`config.mk`:
```
export PLATFORM = sky130hd
export DESIGN_NAME = id_ex_stage_flat
export DESIGN_NICKNAME = d
export VERILOG_FILES = /design/src/rtl/id_ex_stage_if.sv /design/src/rtl/id_ex_stage.sv /design/src/flat_wrapper.sv
export SDC_FILE = /design/constraint.sdc
export NUM_CORES = 1
export LEC_CHECK = 0
export CAP_MARGIN = 10
export CORE_UTILIZATION = 55
export CTS_CLUSTER_DIAMETER = 120
export DETAILED_ROUTE_END_ITERATION = 10
export DONT_BUFFER_PORTS = 1
export PLACE_DENSITY = 0.72
export SLEW_MARGIN = 20
export SYNTH_ARGS = -nofsm -noshare
export SYNTH_HDL_FRONTEND = slang
export SYNTH_SLANG_ARGS = --single-unit
```
`constraint.sdc`:
```
create_clock -name clk -period 2.97 [get_ports clk]
set_clock_uncertainty 0.2 [all_clocks]
set_input_delay 0.594 -clock clk [delete_from_list [all_inputs] [get_ports clk]]
set_output_delay 0.594 -clock clk [all_outputs]
set_load 0.005 [all_outputs]
```
`src/rtl/id_ex_stage_if.sv`:
```
// ID/EX boundary bundle: decoded instruction in, registered EX copy, stall and bubble counters out.
// master = upstream/decode side, slave = the id_ex_stage itself.
interface id_ex_stage_if #(
    parameter int DATA_W = 32,
    parameter int PC_W   = 32,
    parameter int CNT_W  = 16
);
    logic              id_valid;
    logic [PC_W-1:0]   id_pc;
    logic [DATA_W-1:0] id_rd1, id_rd2, id_imm;
    logic [4:0]        id_rs1, id_rs2, id_rd;
    logic [2:0]        id_funct3;
    logic [6:0]        id_funct7;
    logic              id_ALUSrc, id_MemtoReg, id_RegWrite, id_MemRead, id_MemWrite, id_Branch;
    logic [1:0]        id_ALUOp;
    logic              flush;

    logic              stall;
    logic              ex_valid;
    logic [PC_W-1:0]   ex_pc;
    logic [DATA_W-1:0] ex_rd1, ex_rd2, ex_imm;
    logic [4:0]        ex_rs1, ex_rs2, ex_rd;
    logic [2:0]        ex_funct3;
    logic [6:0]        ex_funct7;
    logic              ex_ALUSrc, ex_MemtoReg, ex_RegWrite, ex_MemRead, ex_MemWrite, ex_Branch;
    logic [1:0]        ex_ALUOp;
    logic [CNT_W-1:0]  cnt_loaduse, cnt_flush;

    modport master (
        output id_valid, id_pc, id_rd1, id_rd2, id_imm, id_rs1, id_rs2, id_rd, id_funct3, id_funct7,
               id_ALUSrc, id_MemtoReg, id_RegWrite, id_MemRead, id_MemWrite, id_Branch, id_ALUOp, flush,
        input  stall, ex_valid, ex_pc, ex_rd1, ex_rd2, ex_imm, ex_rs1, ex_rs2, ex_rd, ex_funct3, ex_funct7,
               ex_ALUSrc, ex_MemtoReg, ex_RegWrite, ex_MemRead, ex_MemWrite, ex_Branch, ex_ALUOp,
               cnt_loaduse, cnt_flush
    );

    modport slave (
        input  id_valid, id_pc, id_rd1, id_rd2, id_imm, id_rs1, id_rs2, id_rd, id_funct3, id_funct7,
               id_ALUSrc, id_MemtoReg, id_RegWrite, id_MemRead, id_MemWrite, id_Branch, id_ALUOp, flush,
        output stall, ex_valid, ex_pc, ex_rd1, ex_rd2, ex_imm, ex_rs1, ex_rs2, ex_rd, ex_funct3, ex_funct7,
               ex_ALUSrc, ex_MemtoReg, ex_RegWrite, ex_MemRead, ex_MemWrite, ex_Branch, ex_ALUOp,
               cnt_loaduse, cnt_flush
    );
endinterface

```
`src/rtl/id_ex_stage.sv`:
```
// ID/EX pipeline register with one-bubble load-use interlock, flush squash and
// wrapping bubble-cause counters.
module id_ex_stage #(
    parameter int DATA_W = 32,
    parameter int PC_W   = 32,
    parameter int CNT_W  = 16
) (
    input logic          clk,
    input logic          reset,
    id_ex_stage_if.slave bus
);
    typedef struct packed {
        logic [PC_W-1:0]   pc;
        logic [DATA_W-1:0] rd1;
        logic [DATA_W-1:0] rd2;
        logic [DATA_W-1:0] imm;
        logic [4:0]        rs1;
        logic [4:0]        rs2;
        logic [4:0]        rd;
        logic [2:0]        funct3;
        logic [6:0]        funct7;
    } ex_data_t;

    typedef struct packed {
        logic       valid;
        logic       alusrc;
        logic       memtoreg;
        logic       regwrite;
        logic       memread;
        logic       memwrite;
        logic       branch;
        logic [1:0] aluop;
    } ex_ctrl_t;

    ex_data_t         data_q, data_d;
    ex_ctrl_t         ctrl_q, ctrl_d;
    logic [CNT_W-1:0] cnt_lu_q, cnt_fl_q;
    logic             rs2_used, haz, bubble;

    assign data_d = '{pc: bus.id_pc, rd1: bus.id_rd1, rd2: bus.id_rd2, imm: bus.id_imm,
                      rs1: bus.id_rs1, rs2: bus.id_rs2, rd: bus.id_rd,
                      funct3: bus.id_funct3, funct7: bus.id_funct7};
    assign ctrl_d = '{valid: 1'b1, alusrc: bus.id_ALUSrc, memtoreg: bus.id_MemtoReg,
                      regwrite: bus.id_RegWrite, memread: bus.id_MemRead,
                      memwrite: bus.id_MemWrite, branch: bus.id_Branch, aluop: bus.id_ALUOp};

    // I-type ALU ops carry an immediate in the rs2 slot; stores and branches still read rs2.
    assign rs2_used  = !bus.id_ALUSrc || bus.id_MemWrite;
    assign haz       = bus.id_valid && ctrl_q.valid && ctrl_q.memread && (|data_q.rd) &&
                       ((data_q.rd == bus.id_rs1) || (rs2_used && (data_q.rd == bus.id_rs2)));
    assign bus.stall = haz && !bus.flush && !reset;
    assign bubble    = bus.flush || haz || !bus.id_valid;

    always_ff @(posedge clk) begin
        if (reset) begin
            data_q   <= '0;
            ctrl_q   <= '0;
            cnt_lu_q <= '0;
            cnt_fl_q <= '0;
        end else begin
            // A bubble clears only valid/control; data fields keep their last value.
            if (bubble) begin
                ctrl_q <= '0;
            end else begin
                ctrl_q <= ctrl_d;
                data_q <= data_d;
            end
            if (bus.flush)  cnt_fl_q <= cnt_fl_q + 1'b1;
            else if (haz)   cnt_lu_q <= cnt_lu_q + 1'b1;
        end
    end

    assign bus.ex_valid    = ctrl_q.valid;
    assign bus.ex_ALUSrc   = ctrl_q.alusrc;
    assign bus.ex_MemtoReg = ctrl_q.memtoreg;
    assign bus.ex_RegWrite = ctrl_q.regwrite;
    assign bus.ex_MemRead  = ctrl_q.memread;
    assign bus.ex_MemWrite = ctrl_q.memwrite;
    assign bus.ex_Branch   = ctrl_q.branch;
    assign bus.ex_ALUOp    = ctrl_q.aluop;
    assign bus.ex_pc       = data_q.pc;
    assign bus.ex_rd1      = data_q.rd1;
    assign bus.ex_rd2      = data_q.rd2;
    assign bus.ex_imm      = data_q.imm;
    assign bus.ex_rs1      = data_q.rs1;
    assign bus.ex_rs2      = data_q.rs2;
    assign bus.ex_rd       = data_q.rd;
    assign bus.ex_funct3   = data_q.funct3;
    assign bus.ex_funct7   = data_q.funct7;
    assign bus.cnt_loaduse = cnt_lu_q;
    assign bus.cnt_flush   = cnt_fl_q;
endmodule

```
`src/flat_wrapper.sv`:
```
// flat-port wrapper written by rule: the top's interface ports become plain ports
module id_ex_stage_flat 
#(
    parameter int DATA_W = 32,
    parameter int PC_W   = 32,
    parameter int CNT_W  = 16
)
  (clk, reset, bus_id_valid, bus_id_pc, bus_id_rd1, bus_id_rd2, bus_id_imm, bus_id_rs1, bus_id_rs2, bus_id_rd, bus_id_funct3, bus_id_funct7, bus_id_ALUSrc, bus_id_MemtoReg, bus_id_RegWrite, bus_id_MemRead, bus_id_MemWrite, bus_id_Branch, bus_id_ALUOp, bus_flush, bus_stall, bus_ex_valid, bus_ex_pc, bus_ex_rd1, bus_ex_rd2, bus_ex_imm, bus_ex_rs1, bus_ex_rs2, bus_ex_rd, bus_ex_funct3, bus_ex_funct7, bus_ex_ALUSrc, bus_ex_MemtoReg, bus_ex_RegWrite, bus_ex_MemRead, bus_ex_MemWrite, bus_ex_Branch, bus_ex_ALUOp, bus_cnt_loaduse, bus_cnt_flush);
  id_ex_stage_if #(.DATA_W(DATA_W), .PC_W(PC_W), .CNT_W(CNT_W)) bus_i ();
  input logic clk;
  input logic reset;
  input wire logic [$bits(bus_i.id_valid)-1:0] bus_id_valid;
  input wire logic [$bits(bus_i.id_pc)-1:0] bus_id_pc;
  input wire logic [$bits(bus_i.id_rd1)-1:0] bus_id_rd1;
  input wire logic [$bits(bus_i.id_rd2)-1:0] bus_id_rd2;
  input wire logic [$bits(bus_i.id_imm)-1:0] bus_id_imm;
  input wire logic [$bits(bus_i.id_rs1)-1:0] bus_id_rs1;
  input wire logic [$bits(bus_i.id_rs2)-1:0] bus_id_rs2;
  input wire logic [$bits(bus_i.id_rd)-1:0] bus_id_rd;
  input wire logic [$bits(bus_i.id_funct3)-1:0] bus_id_funct3;
  input wire logic [$bits(bus_i.id_funct7)-1:0] bus_id_funct7;
  input wire logic [$bits(bus_i.id_ALUSrc)-1:0] bus_id_ALUSrc;
  input wire logic [$bits(bus_i.id_MemtoReg)-1:0] bus_id_MemtoReg;
  input wire logic [$bits(bus_i.id_RegWrite)-1:0] bus_id_RegWrite;
  input wire logic [$bits(bus_i.id_MemRead)-1:0] bus_id_MemRead;
  input wire logic [$bits(bus_i.id_MemWrite)-1:0] bus_id_MemWrite;
  input wire logic [$bits(bus_i.id_Branch)-1:0] bus_id_Branch;
  input wire logic [$bits(bus_i.id_ALUOp)-1:0] bus_id_ALUOp;
  input wire logic [$bits(bus_i.flush)-1:0] bus_flush;
  output wire logic [$bits(bus_i.stall)-1:0] bus_stall;
  output wire logic [$bits(bus_i.ex_valid)-1:0] bus_ex_valid;
  output wire logic [$bits(bus_i.ex_pc)-1:0] bus_ex_pc;
  output wire logic [$bits(bus_i.ex_rd1)-1:0] bus_ex_rd1;
  output wire logic [$bits(bus_i.ex_rd2)-1:0] bus_ex_rd2;
  output wire logic [$bits(bus_i.ex_imm)-1:0] bus_ex_imm;
  output wire logic [$bits(bus_i.ex_rs1)-1:0] bus_ex_rs1;
  output wire logic [$bits(bus_i.ex_rs2)-1:0] bus_ex_rs2;
  output wire logic [$bits(bus_i.ex_rd)-1:0] bus_ex_rd;
  output wire logic [$bits(bus_i.ex_funct3)-1:0] bus_ex_funct3;
  output wire logic [$bits(bus_i.ex_funct7)-1:0] bus_ex_funct7;
  output wire logic [$bits(bus_i.ex_ALUSrc)-1:0] bus_ex_ALUSrc;
  output wire logic [$bits(bus_i.ex_MemtoReg)-1:0] bus_ex_MemtoReg;
  output wire logic [$bits(bus_i.ex_RegWrite)-1:0] bus_ex_RegWrite;
  output wire logic [$bits(bus_i.ex_MemRead)-1:0] bus_ex_MemRead;
  output wire logic [$bits(bus_i.ex_MemWrite)-1:0] bus_ex_MemWrite;
  output wire logic [$bits(bus_i.ex_Branch)-1:0] bus_ex_Branch;
  output wire logic [$bits(bus_i.ex_ALUOp)-1:0] bus_ex_ALUOp;
  output wire logic [$bits(bus_i.cnt_loaduse)-1:0] bus_cnt_loaduse;
  output wire logic [$bits(bus_i.cnt_flush)-1:0] bus_cnt_flush;
  assign bus_i.id_valid = bus_id_valid;
  assign bus_i.id_pc = bus_id_pc;
  assign bus_i.id_rd1 = bus_id_rd1;
  assign bus_i.id_rd2 = bus_id_rd2;
  assign bus_i.id_imm = bus_id_imm;
  assign bus_i.id_rs1 = bus_id_rs1;
  assign bus_i.id_rs2 = bus_id_rs2;
  assign bus_i.id_rd = bus_id_rd;
  assign bus_i.id_funct3 = bus_id_funct3;
  assign bus_i.id_funct7 = bus_id_funct7;
  assign bus_i.id_ALUSrc = bus_id_ALUSrc;
  assign bus_i.id_MemtoReg = bus_id_MemtoReg;
  assign bus_i.id_RegWrite = bus_id_RegWrite;
  assign bus_i.id_MemRead = bus_id_MemRead;
  assign bus_i.id_MemWrite = bus_id_MemWrite;
  assign bus_i.id_Branch = bus_id_Branch;
  assign bus_i.id_ALUOp = bus_id_ALUOp;
  assign bus_i.flush = bus_flush;
  assign bus_stall = bus_i.stall;
  assign bus_ex_valid = bus_i.ex_valid;
  assign bus_ex_pc = bus_i.ex_pc;
  assign bus_ex_rd1 = bus_i.ex_rd1;
  assign bus_ex_rd2 = bus_i.ex_rd2;
  assign bus_ex_imm = bus_i.ex_imm;
  assign bus_ex_rs1 = bus_i.ex_rs1;
  assign bus_ex_rs2 = bus_i.ex_rs2;
  assign bus_ex_rd = bus_i.ex_rd;
  assign bus_ex_funct3 = bus_i.ex_funct3;
  assign bus_ex_funct7 = bus_i.ex_funct7;
  assign bus_ex_ALUSrc = bus_i.ex_ALUSrc;
  assign bus_ex_MemtoReg = bus_i.ex_MemtoReg;
  assign bus_ex_RegWrite = bus_i.ex_RegWrite;
  assign bus_ex_MemRead = bus_i.ex_MemRead;
  assign bus_ex_MemWrite = bus_i.ex_MemWrite;
  assign bus_ex_Branch = bus_i.ex_Branch;
  assign bus_ex_ALUOp = bus_i.ex_ALUOp;
  assign bus_cnt_loaduse = bus_i.cnt_loaduse;
  assign bus_cnt_flush = bus_i.cnt_flush;
  id_ex_stage #(.DATA_W(DATA_W), .PC_W(PC_W), .CNT_W(CNT_W)) u_core (.clk(clk), .reset(reset), .bus(bus_i));
endmodule
```
# ---- After elaboration in Yosys (flattened, before gate mapping)
# Cells that the tools add are included.
dict set report word_totals {
  ff_bits 194
  latchBits 0
  ramBits 0
  rom_bits 0
  mem_count 0
}
dict set report classes {
  n_addsub 2
  mul 0
  n_div 0
  magnitude_cmp 0
  eq_ne 2
  shifts 0
  n_mux 1
  n_bitwise 1
  n_reduce_logical 18
}
# cell count
set op_table {}
lappend op_table {{$add A16 B1 Y16 const B} 2}
lappend op_table {{$eq A5 B5 Y1} 2}
lappend op_table {{$mux W9} 1}
lappend op_table {{$logic_and A1 B1 Y1} 7}
lappend op_table {{$reduce_or A5 Y1} 1}
lappend op_table {{$logic_not A1 Y1} 4}
lappend op_table {{$logic_or A1 B1 Y1} 4}
lappend op_table {{$reduce_and A2 Y1} 1}
lappend op_table {{$reduce_or A2 Y1} 1}
lappend op_table {{$not A1 Y1} 1}

# ---- Logic depth before layout (Yosys ltp)
dict set report depth {
  depth_word 8
  depth_mapped 10
  depth_no_buf 6
}

# ---- Worst setup path after synthesis
# Ideal clock, no wire load.
dict set report synth_path {
  path_kind {input to output}
  from {input bus_id_rs2[3]}
  to {output bus_stall}
  arrival_time_ns 1.708
  t_required_ns 2.176
  setup_slack_ns 0.468
  cell_stages 5
  cell_sequence {xnor2_1 -> nand4_1 -> o22ai_1 -> clkbuf_1 -> and3_1}
}
dict set report synth_via {
  elab_chain_len 6
}
# element line_no
set synth_rtl {}
lappend synth_rtl {{from (decl)} flat_wrapper.sv:18} ;# input wire logic [$bits(bus_i.id_rs2)-1:0] bus_id_rs2;
lappend synth_rtl {{$eq A5 B5 Y1} id_ex_stage.sv:50} ;# ((data_q.rd == bus.id_rs1) || (rs2_used && (data_q.rd == bus.id_rs2)));
lappend synth_rtl {{$logic_and A1 B1 Y1} id_ex_stage.sv:50}
lappend synth_rtl {{$logic_or A1 B1 Y1} id_ex_stage.sv:50}
lappend synth_rtl {{$logic_and A1 B1 Y1} id_ex_stage.sv:49} ;# assign haz = bus.id_valid && ctrl_q.valid && ctrl_q.memread && (|data_q.rd) &&
lappend synth_rtl {{$logic_and A1 B1 Y1 (2 in series)} id_ex_stage.sv:51} ;# assign bus.stall = haz && !bus.flush && !reset;
lappend synth_rtl {{to (decl)} flat_wrapper.sv:30} ;# output wire logic [$bits(bus_i.stall)-1:0] bus_stall;
# Every way passes these cells.

# ---- Final worst setup path
dict set report layout_path {
  from {register u_core.data_q (netlist bit u_core.bus.ex_rd[4])}
  to {output bus_stall}
}
dict set report layout_via {
  elab_chain_len 6
  elab_cells_between_ends 9
  classes_between {eq/ne: 2; reduce/logical: 7}
}
# element line_no
set layout_rtl {}
lappend layout_rtl {{from (decl)} id_ex_stage.sv:35} ;# ex_data_t data_q, data_d;
lappend layout_rtl {{from (signal assigned)} id_ex_stage.sv:66} ;# data_q <= data_d;
lappend layout_rtl {{$eq A5 B5 Y1} id_ex_stage.sv:50}
lappend layout_rtl {{$logic_and A1 B1 Y1} id_ex_stage.sv:50}
lappend layout_rtl {{$logic_or A1 B1 Y1} id_ex_stage.sv:50}
lappend layout_rtl {{$logic_and A1 B1 Y1 *} id_ex_stage.sv:49}
lappend layout_rtl {{$logic_and A1 B1 Y1 * (2 in series)} id_ex_stage.sv:51}
# Every way passes the cells marked *; elsewhere a longest branch is shown, timed or not.

==> flow_summary.json <==
{
  "startpoint_type": "flop",
  "crit_type": "reg -> out",
  "portBuffers": 0,
  "total_power_mw": 6.00,
  "vias_per_cell": 6.74,
  "grt_pass1_vias": 8299,
  "vias": 9807,
  "cp_slowest_stage_delay_ns": 0.57,
  "min_from": "reset",
  "required_ns": 2.18,
  "cts_resized": 0,
  "dieWidth_um": 141,
  "ys_async_sr_fraction_pct": 0,
  "antenna_found_initial": 7,
  "rsz0062_at_grt": "no",
  "cp_cell_sequence": "or4_4 -> o21ai_4 -> nor2_1 -> and3_1",
  "leakage_nw": 3.22,
  "hpwl_um": 18300,
  "postPlaceCellArea_um2": 10600,
  "path_max_fanout": 6,
  "tightest_slew_ns": 0.626,
  "ant_nets": 0,
  "ioPinCount": 360,
  "synth_top_cell_by_area": "dfxtp_1",
  "peakVddDrop_uv": 383,
  "cpMaxStageDelayCell": "or4_4",
  "slew_headroom_pct": 58.3,
  "fillers": 1671,
  "drc": 0,
  "area_growth_pct": 5.15,
  "synth_area_um2": 10700,
  "drt_iter0_drc": 740,
  "timing.rr.start": "u_core.bus.ex_rd[4]",
  "cts_inserted_buffers": 17,
  "syn_nets": 1463,
  "status": "finished, final reports clean",
  "synth_area_leaders": "dfxtp_1 36%, a32oi_1 13%, nor3b_1 11%",
  "holdWs_ns": 0.0485,
  "crit_buf_inv": 0,
  "fin_crit_sh_pct": 90.7,
  "hp-class": "in -> reg",
  "totalWireLength_um": 29100,
  "yosys.cell_types.count": 45,
  "avgSynthCellArea_um2": 8.23,
  "finalInstanceArea_um2": 11200,
  "clock_latency_ns": 0.43,
  "crit_arrival_ns": 1.90,
  "grt_pass1_wl_um": 44700,
  "report.final.hold_viol_count": 0,
  "ys_ff_latch": 194,
  "rows": 50,
  "clock-sinks": 194,
  "setup_viol": 0,
  "max_freq_ghz": 0.371,
  "synthCells": 1296,
  "synth_top_area_share_pct": 36.4,
  "start_util_pct": 56.7,
  "drv_cap": 0,
  "grt_max_degree": 202,
  "gr-total-overflow": 0,
  "synth_edf_count": 0,
  "place_congestion": 0.787,
  "cts_tree": "built",
  "cts_max_level": 4,
  "die_y_um": 141,
  "power-per-cell-area_nw_per_um2": 535,
  "tns_ns": 0,
  "end_kind": "output pin",
  "wl_per_cell_um": 20.0,
  "grt_usage_pct": 27.3,
  "startpoint": "u_core.bus.ex_rd[4]",
  "utilization_pct": 59.6,
  "fin_crit_ns": 2.69,
  "core-area_um2": 18800,
  "synth_flop_cell": "dfxtp_1",
  "slew_viol_final": 0,
  "die_area_um2": 20000,
  "cts-root-buf": "clkbuf_16",
  "critPathTopFamily": "simple AND/OR/NAND/NOR gates",
  "nets": 1340,
  "post_cts_buffers": 0,
  "final_common_cell": "nand2_1",
  "firstDrtPassIters": 5,
  "clk_pin_slew_ns": 0.07,
  "yosys_warnings": 0,
  "clockBufferDepth": 2,
  "layout_common_cells": "317 x nand2_1, 194 x dfxtp_1, 160 x nor3b_1",
  "yosysSeqAreaShare_pct": 36.4,
  "ctsHoldBuffers": 0,
  "final_layout_size_suffix_gt1_share_pct": 6.07
}
==> where the power goes <==
group	total, mW	leakage [nW]	switching, mW	internal (mW)
Clock	2.30	0.288	1.09	1.21
Combinational	0.662	1.33	0.378	0.284
Sequential	3.03	1.60	0.240	2.80
Total	6.00	3.22	1.71	4.29
==> path summary, 6_finish.rpt <==
kind                            depth (start not counted)                endpoint  slack [ns]
worst max-delay path                                    4               bus_stall        0.28
worst min-delay path                                    1  u_core.bus.ex_MemtoReg        0.05
worst max register to register                          6    u_core.bus.ex_pc[18]        0.51
worst min register to register                          2   u_core.bus.ex_imm[31]        0.31
==> kinds of logic (layout without fill, tap and decap cells) <==
| logic type | Yosys count | in the layout | synth area share, % |
|---|---|---|---|
| DFF | 194 | 194 | 36.4 |
| and+or+nand+nor | 568 | 568 | 27.0 |
| AOI/OAI and AO/OA | 334 | 334 | 26.9 |
| muxes | 7 | 7 | 0.727 |
| adders and majority gates | 2 | 2 | 0.235 |
| xor gates and xnor gates | 23 | 23 | 1.89 |
| buffers and inverters | 168 | 58 | 6.85 |
| other | 0 | 9 | 0 |
==> through the flow <==
step                std cells  setup slack [ns]
floorplan                1296             0.468
global placement         1414             0.503
detailed placement       1414             0.501
CTS                      1446             0.262
global route             1452             0.183
finish                   1455             0.277
==> Yosys cell counts, types with 2 or more instances <==
cell      count
nand2_1     317
dfxtp_1     194
nor3b_1     160
a32oi_1     153
clkbuf_1    121
o311ai_1    109
o311ai_0     39
nor2_1       30
buf_2        23
nand3_1      19
xnor2_1      14
buf_4        13
a21oi_1       9
xor2_1        9
nand4_1       8
nor4_1        7
mux2_2        6
nor2b_1       6
nor3_1        6
buf_1         5
o211ai_1      5
a31o_2        4
and3_1        4
o21ai_0       4
buf_6         3
o31ai_1       3
or4_1         3
a31o_1        2
ha_1          2
inv_1         2
or3_1         2
==> state kept, by name, summed over array words and instances (netlist names) <==
| signal | cells |
|---|---|
| u_core.bus.ex_imm | 32 |
| u_core.bus.cnt_loaduse | 16 |
| u_core.bus.cnt_flush | 16 |
| u_core.bus.ex_MemWrite | 1 |
| u_core.bus.ex_funct3 | 3 |
| u_core.bus.ex_rd2 | 32 |
| u_core.bus.ex_RegWrite | 1 |
| u_core.bus.ex_rs2 | 5 |
| u_core.bus.ex_ALUSrc | 1 |
| u_core.bus.ex_Branch | 1 |
| u_core.bus.ex_rd | 5 |
| u_core.bus.ex_ALUOp | 2 |
| u_core.bus.ex_MemRead | 1 |
| u_core.bus.ex_rd1 | 32 |
| u_core.bus.ex_MemtoReg | 1 |
| u_core.bus.ex_valid | 1 |
| u_core.bus.ex_pc | 32 |
| u_core.bus.ex_funct7 | 7 |
| u_core.bus.ex_rs1 | 5 |
==> metal layers <==
metal	GRT usage, %	vias to the layer above	routed length, µm
li1	-	4758	-
met4	13.5	0	913
met5	0	-	0
met3	10.6	57	2750
met2	41.0	386	13400
met1	34.2	4606	12000
==> area by class of cell <==
class	instances	area (µm²)	area share, %
Sequential cell	194	3880	34.6
Antenna cell	9	22.5	0.201
Multi-Input combinational cell	934	6070	54.1
Timing Repair Buffer	23	310	2.77
Clock buffer	18	439	3.92
Clock inverter	14	148	1.32
Inverter	3	18.8	0.167
Tap cell	260	325	2.90
No activity file was read; power rests on OpenSTA's default activity.
